===== src/rtl/ifu_fetch_pkg.sv =====
// Shared definitions for the instruction fetch unit: FSM state encoding,
// response codes and reset/NOP constants.
package ifu_fetch_pkg;

    // Fetch sequencing: address, response, present downstream, wait next PC.
    typedef enum logic [1:0] {
        S_AR  = 2'd0,
        S_R   = 2'd1,
        S_OUT = 2'd2,
        S_NPC = 2'd3
    } fetch_state_e;

    localparam logic [1:0]  RESP_OKAY        = 2'b00;
    localparam logic [31:0] NOP_INST         = 32'h0000_0013;
    localparam logic [31:0] RESET_PC_DEFAULT = 32'h8000_0000;

    // Sequential next PC; wraps modulo 2^32.
    function automatic logic [31:0] seq_pc(input logic [31:0] pc);
        return pc + 32'd4;
    endfunction

endpackage


===== src/rtl/ifu_fetch.sv =====
// Multi-cycle instruction fetch unit. Issues one AR/R read per instruction,
// presents inst/pc/snpc to decode, then waits for the next PC from writeback.
// Only one fetch is ever outstanding.
//
// Optional feature macro: IFU_ACCESS_FAULT_EN
//   defined   - a non-OKAY rresp at capture raises fetch_fault and replaces the
//               instruction with a NOP; the flag clears on the next capture.
//   undefined - rresp is ignored, rdata passes through, fetch_fault is 0.
//
// INST_W is fixed at 32; other widths are not supported.
module ifu_fetch
    import ifu_fetch_pkg::*;
#(
    parameter logic [31:0] RESET_PC = RESET_PC_DEFAULT,
    parameter int unsigned INST_W   = 32
) (
    input  logic              clk,
    input  logic              rst,
    // Read address channel
    output logic [INST_W-1:0] araddr,
    output logic              arvalid,
    input  logic              arready,
    // Read data channel
    input  logic [INST_W-1:0] rdata,
    input  logic [1:0]        rresp,
    input  logic              rvalid,
    output logic              rready,
    // Downstream to decode
    output logic [INST_W-1:0] instF,
    output logic [INST_W-1:0] pcF,
    output logic [INST_W-1:0] snpcF,
    output logic              m_valid,
    input  logic              m_ready,
    // Next PC from writeback
    input  logic [INST_W-1:0] npc,
    input  logic              npc_valid,
    output logic              npc_ready,
    output logic              fetch_fault
);

    fetch_state_e      state_q;
    // Low while in reset and for the reset cycle itself, so every handshake
    // output reads 0 during rst without a combinational path from rst.
    logic              active_q;
    logic [INST_W-1:0] pc_q;
    logic [INST_W-1:0] inst_q;
    logic [INST_W-1:0] pcf_q;
    logic [INST_W-1:0] snpcf_q;
    logic [INST_W-1:0] snpc_d;

`ifdef IFU_ACCESS_FAULT_EN
    logic              fault_q;
`endif

    assign snpc_d = seq_pc(pc_q);

    // Single FSM: state, PC and the registered decode-side outputs.
    always_ff @(posedge clk) begin
        if (rst) begin
            state_q  <= S_AR;
            active_q <= 1'b0;
            pc_q     <= RESET_PC;
            inst_q   <= '0;
            pcf_q    <= RESET_PC;
            snpcf_q  <= '0;
`ifdef IFU_ACCESS_FAULT_EN
            fault_q  <= 1'b0;
`endif
        end else begin
            active_q <= 1'b1;
            if (active_q) begin
                unique case (state_q)
                    S_AR: begin
                        if (arready) begin
                            state_q <= S_R;
                        end
                    end
                    S_R: begin
                        if (rvalid) begin
                            pcf_q   <= pc_q;
                            snpcf_q <= snpc_d;
`ifdef IFU_ACCESS_FAULT_EN
                            if (rresp != RESP_OKAY) begin
                                inst_q  <= NOP_INST;
                                fault_q <= 1'b1;
                            end else begin
                                inst_q  <= rdata;
                                fault_q <= 1'b0;
                            end
`else
                            inst_q  <= rdata;
`endif
                            state_q <= S_OUT;
                        end
                    end
                    S_OUT: begin
                        if (m_ready) begin
                            state_q <= S_NPC;
                        end
                    end
                    S_NPC: begin
                        if (npc_valid) begin
                            pc_q    <= npc;
                            state_q <= S_AR;
                        end
                    end
                    default: state_q <= S_AR;
                endcase
            end
        end
    end

    // Moore handshake outputs decoded from registered state only.
    always_comb begin
        arvalid   = active_q && (state_q == S_AR);
        rready    = active_q && (state_q == S_R);
        m_valid   = active_q && (state_q == S_OUT);
        npc_ready = active_q && (state_q == S_NPC);
    end

    assign araddr = pc_q;
    assign instF  = inst_q;
    assign pcF    = pcf_q;
    assign snpcF  = snpcf_q;

`ifdef IFU_ACCESS_FAULT_EN
    assign fetch_fault = fault_q;
`else
    // Response code has no effect without fault reporting.
    logic unused_rresp;
    assign unused_rresp = ^rresp;
    assign fetch_fault  = 1'b0;
`endif

endmodule

===== config.mk =====
export PLATFORM = sky130hd
export DESIGN_NAME = ifu_fetch
export DESIGN_NICKNAME = d
export VERILOG_FILES = /design/src/rtl/ifu_fetch_pkg.sv /design/src/rtl/ifu_fetch.sv
export SDC_FILE = /design/constraint.sdc
export NUM_CORES = 1
export LEC_CHECK = 0
export BUFFER_PORTS_ARGS = -buffer_cell sky130_fd_sc_hd__buf_2
export CORE_AREA = 8 8 111 113
export DETAILED_ROUTE_END_ITERATION = 12
export DIE_AREA = 0 0 119 121
export PLACE_DENSITY = 0.83
export SLEW_MARGIN = 20
export SYNTH_ARGS = -nofsm -noshare
export SYNTH_HDL_FRONTEND = slang
export SYNTH_SLANG_ARGS = --single-unit
export TNS_END_PERCENT = 1

===== constraint.sdc =====
create_clock -name clk -period 4.5 [get_ports clk]
set_input_delay 0.225 -clock clk [delete_from_list [all_inputs] [get_ports clk]]
set_output_delay 0.225 -clock clk [all_outputs]
set_load 0.005 [all_outputs]

* Word-level counts from Yosys, hierarchy flattened *
Cells that the tools add are included.

word-level totals
  bits in registers = 131
  output and inout port bits = 133
  word-level logic and storage cells = 28

operators by class
  add/sub/neg operators = 1
  equality and inequality tests = 7
  mux-type cells = 6
  reductions and logical operators = 8

operators by type and width
  cell                   count
  $add 32x3->32 const B  1
  $mux 2                 4
  $ne 2x2->1 const B     4
  $pmux 2 s4             1
  $reduce_and 3->1       2
  $reduce_and 5->1       1
  $eq 2x2->1 const B     2
  $logic_and 1x1->1      4
  $eq 2x1->1 const B     1
  $logic_not 2->1        1
  $mux 1                 1

* Longest topological paths before layout *
  depth in word-level cells = 3
  depth in mapped cells = 8
  gate-level depth less buffers = 6

* Worst setup path before layout *
No wires, ideal clock.

  path kind = register -> register
  start = register pc_q[15], in the netlist araddr[15]
  end = register snpcf_q[31], in the netlist snpcF[31]
  library setup time = 0.117 ns
  arrival time = 1.597 ns
  data required time = 4.383 ns
  slack = 2.786 ns
  stages on the path, launching flop included = 7
  path buffers = 1
  period minus slack after synthesis = 1.714 ns
  cell sequence = dfxtp_1 -> clkbuf_1 -> nand4_1 -> nor4_4 -> nand4_1 -> xnor2_1 -> a22o_1

between the ends
  longest elaborated chain between the ends = 1

RTL lines
  item                    line                 RTL
  from (decl)             ifu_fetch.sv:45      logic [INST_W-1:0] pc_q;
  from (signal assigned)  ifu_fetch.sv:103     pc_q <= npc;
  $add 32x3->32           ifu_fetch_pkg.sv:19  return pc + 32'd4;
  to (signal assigned)    ifu_fetch.sv:81      snpcf_q <= snpc_d;
  to (decl)               ifu_fetch.sv:48      logic [INST_W-1:0] snpcf_q;

No other way between the ends.
A chain may end at the register's enable or synchronous reset.

* Worst setup path after layout *
  start = register state_q[1]
  end = register snpcf_q[4], in the netlist snpcF[4]

between the ends
  longest elaborated chain between the ends = 2

RTL lines
  item                        line             RTL
  from (decl)                 ifu_fetch.sv:41  fetch_state_e state_q;
  from (signal assigned)      ifu_fetch.sv:60  state_q <= S_AR;
  from (signal assigned)      ifu_fetch.sv:75  state_q <= S_R;
  from (signal assigned)      ifu_fetch.sv:93  state_q <= S_OUT;
  $eq 2x1->1                  ifu_fetch.sv:72  unique case (state_q)
  $reduce_and 3->1 (no line)  -

No other way between the ends.

==> run summary <==
result of the run = finished clean
first-iteration detailed-routing DRC count = 423
total grt overflow = 0
FF-to-FF Start = state_q[1]$_SDFFE_PP0P_
ys async rst share = 0
commonest non-fill, non-tap cell in the layout = nand2_1
power per cell area = 368 nW/um^2
Warnings, synthesis = 0
Hold Path Sink = snpcF[3]$_SDFFE_PP0P_
share of post-route cells with drive strength above 1 = 0.274
deepest clock path buffer count = 2
fmax = 0.437 GHz
Post-CTS Hold Buffers = 64
critical hold path startpoint = rst
Yosys cell types = 32
vias in the first global route = 5201
EDFF count, synth = 0
register area share after synthesis = 0.508
Critical Path Fanout Max = 76
routed vias = 5392
Final TNS setup = 0 ns
Lkg Pwr = 3.18 nW
drt pass-1 iters = 7
reg2reg end = snpcF[4]$_SDFFE_PP0P_
data required time of the worst path = 4.93 ns
Worst EP arrival = 2.71 ns
final hold slack = 0.158 ns
die outline area = 14400 um^2
initial antenna violation count = 1
hpwl dp = 11000 um
synthesized flop and latch total = 129
CP Launch Type = register
Root Buffer = clkbuf_8
Layout Nets = 953
Worst Max-Slew Pin Slew = 0.773 ns
CTS tree = done
Syn Nets = 717
register area = 2580 um^2
unrepaired setup endpoints after global routing = false
CTS-repair resized insts = 0
DR DRC count = 0
most frequent cells in the layout = nand2_1 (205), buf_2 (200), dfxtp_1 (129)
fin crit period = 2.29 ns
Critical-path top delay cell = and3_4
sequence of cells on the critical path = inv_1 > ha_1 > and3_4 > buf_4 > nor2_1 > a211oi_1
Register-to-Register Setup Slack = 2.21 ns
crit-path max cell delay = 0.70 ns
Clock Latency Late Sink = 0.52 ns
Gate Count Post-Synth = 640
Layout fillers = 790
FF-to-FF path depth = 6
H-tree depth = 4
Multi-input gate area = 2260 um^2
period utilization = 0.508
TritonCTS Buffers = 17
GR Util All Layers = 0.244
# rows = 38
total I/O pin count = 205
WP buf/inv = 2
Worst-path clk slew = 0.06 ns
first-pass GRT wire length = 27900 um
Mapped Area = 5090 um^2
WL/cell = 17.4 um
CTS sink count = 129
DRT Wirelength = 17900 um
port bufs = 201
number of vias per cell = 5.23
crit end category = register
largest net degree at the start of global routing = 77
P&R area growth vs syn = 43.8%
worst relative slew slack = 0.485
core area = 10600 um^2
Clock Skews = 0.00608 ns
Final ANT Viol Nets = 0
Main synth FF type = dfxtp_1
initial core utilization = 0.480
MaxCap Viol Count = 0
GP Congestion = 0.819
Slew Limit Fails = 0
syn avg cell area = 7.95 um^2
crit path kind = reg2reg
Top Family by Delay on Critical Path = simple AND/OR/NAND/NOR gates
setup violators final = 0
min-delay worst type = in2reg
Die H = 121 um
postcts setup bufs = 0
Crit. Startpoint = state_q[1]$_SDFFE_PP0P_
Chip Width = 119 um
Hold Path Stages = 2
final hold vios = 0
Max VDD drop = 0.246 mV
flip-flops by register name (all words and copies together) (netlist names):
signal	flops
snpcF	30
state_q	2
pcF	32
instF	32
araddr	32
active_q	1
where the power goes:
part	switching, W	internal, W
sequential	0.0000138	0.00117
combinational	0.0000984	0.0000947
clock	0.000471	0.000845
worst max-delay path by stage:
| stage | to | cells past startpoint |
|---|---|---|
| after CTS | snpcF[4]$_SDFFE_PP0P_ | 6 |
| after detailed placement | snpcF[4]$_SDFFE_PP0P_ | 6 |
| after global placement | snpcF[4]$_SDFFE_PP0P_ | 6 |
| after global routing | snpcF[4]$_SDFFE_PP0P_ | 6 |
| after floorplan | snpcF[31]$_SDFFE_PP0P_ | 6 |
| final | snpcF[4]$_SDFFE_PP0P_ | 6 |
metrics by stage:
stage / power, W / worst slack [ns] / area, um^2 / instances / utilization
after global routing: 0.00277 / 2.04 / 7310 / 1029 / 0.690
final: 0.00269 / 2.21 / 7320 / 1031 / 0.690
after global placement: 0.00134 / 2.35 / 6090 / 933 / 0.574
after floorplan: 0.00127 / 2.79 / 5090 / 640 / -
after detailed placement: 0.00134 / 2.26 / 6090 / 933 / 0.574
after CTS: 0.00270 / 2.21 / 7310 / 1028 / 0.689
area by class of cell:
class / count / share of cell area
diodes: 3 / 0.00103
well taps: 140 / 0.0239
inverters: 8 / 0.00410
clock buffers: 27 / 0.0727
repair buffers: 270 / 0.231
clock inverters: 4 / 0.00616
flip-flops and latches: 129 / 0.353
multi-input cells: 450 / 0.309
metal layers:
metal,up-vias,track usage,routed length [um],share of wire
li1,2586,-,-,-
met1,2525,0.265,7030,0.39
met2,242,0.419,8910,0.50
met3,39,0.0782,1400,0.078
met4,0,0.129,586,0.033
met5,-,0,0,0
cell usage after synthesis (all sizes together), types with 7 or more instances:
cell type / count / area, um^2
a211oi: 7 / 52.6
a21oi: 114 / 574
buf: 17 / 87.6
clkbuf: 36 / 136
dfxtp: 129 / 2580
inv: 8 / 30.0
nand2: 206 / 773
nand3: 12 / 60.1
nand4: 11 / 75.1
nor2: 16 / 60.1
o21ai: 20 / 100
xnor2: 13 / 114
xor2: 15 / 131
cells by family after synthesis:
family / after synthesis / share of synthesized area
fa+ha+maj: 5 / 0.0123
buf+inv: 61 / 0.0499
mux: 1 / 0.00197
flops: 129 / 0.508
other cells: 1 / 0.000737
simple gates: 270 / 0.229
compound gates: 145 / 0.150
xor+xnor: 28 / 0.0482
(Power assumes the default switching activity.)
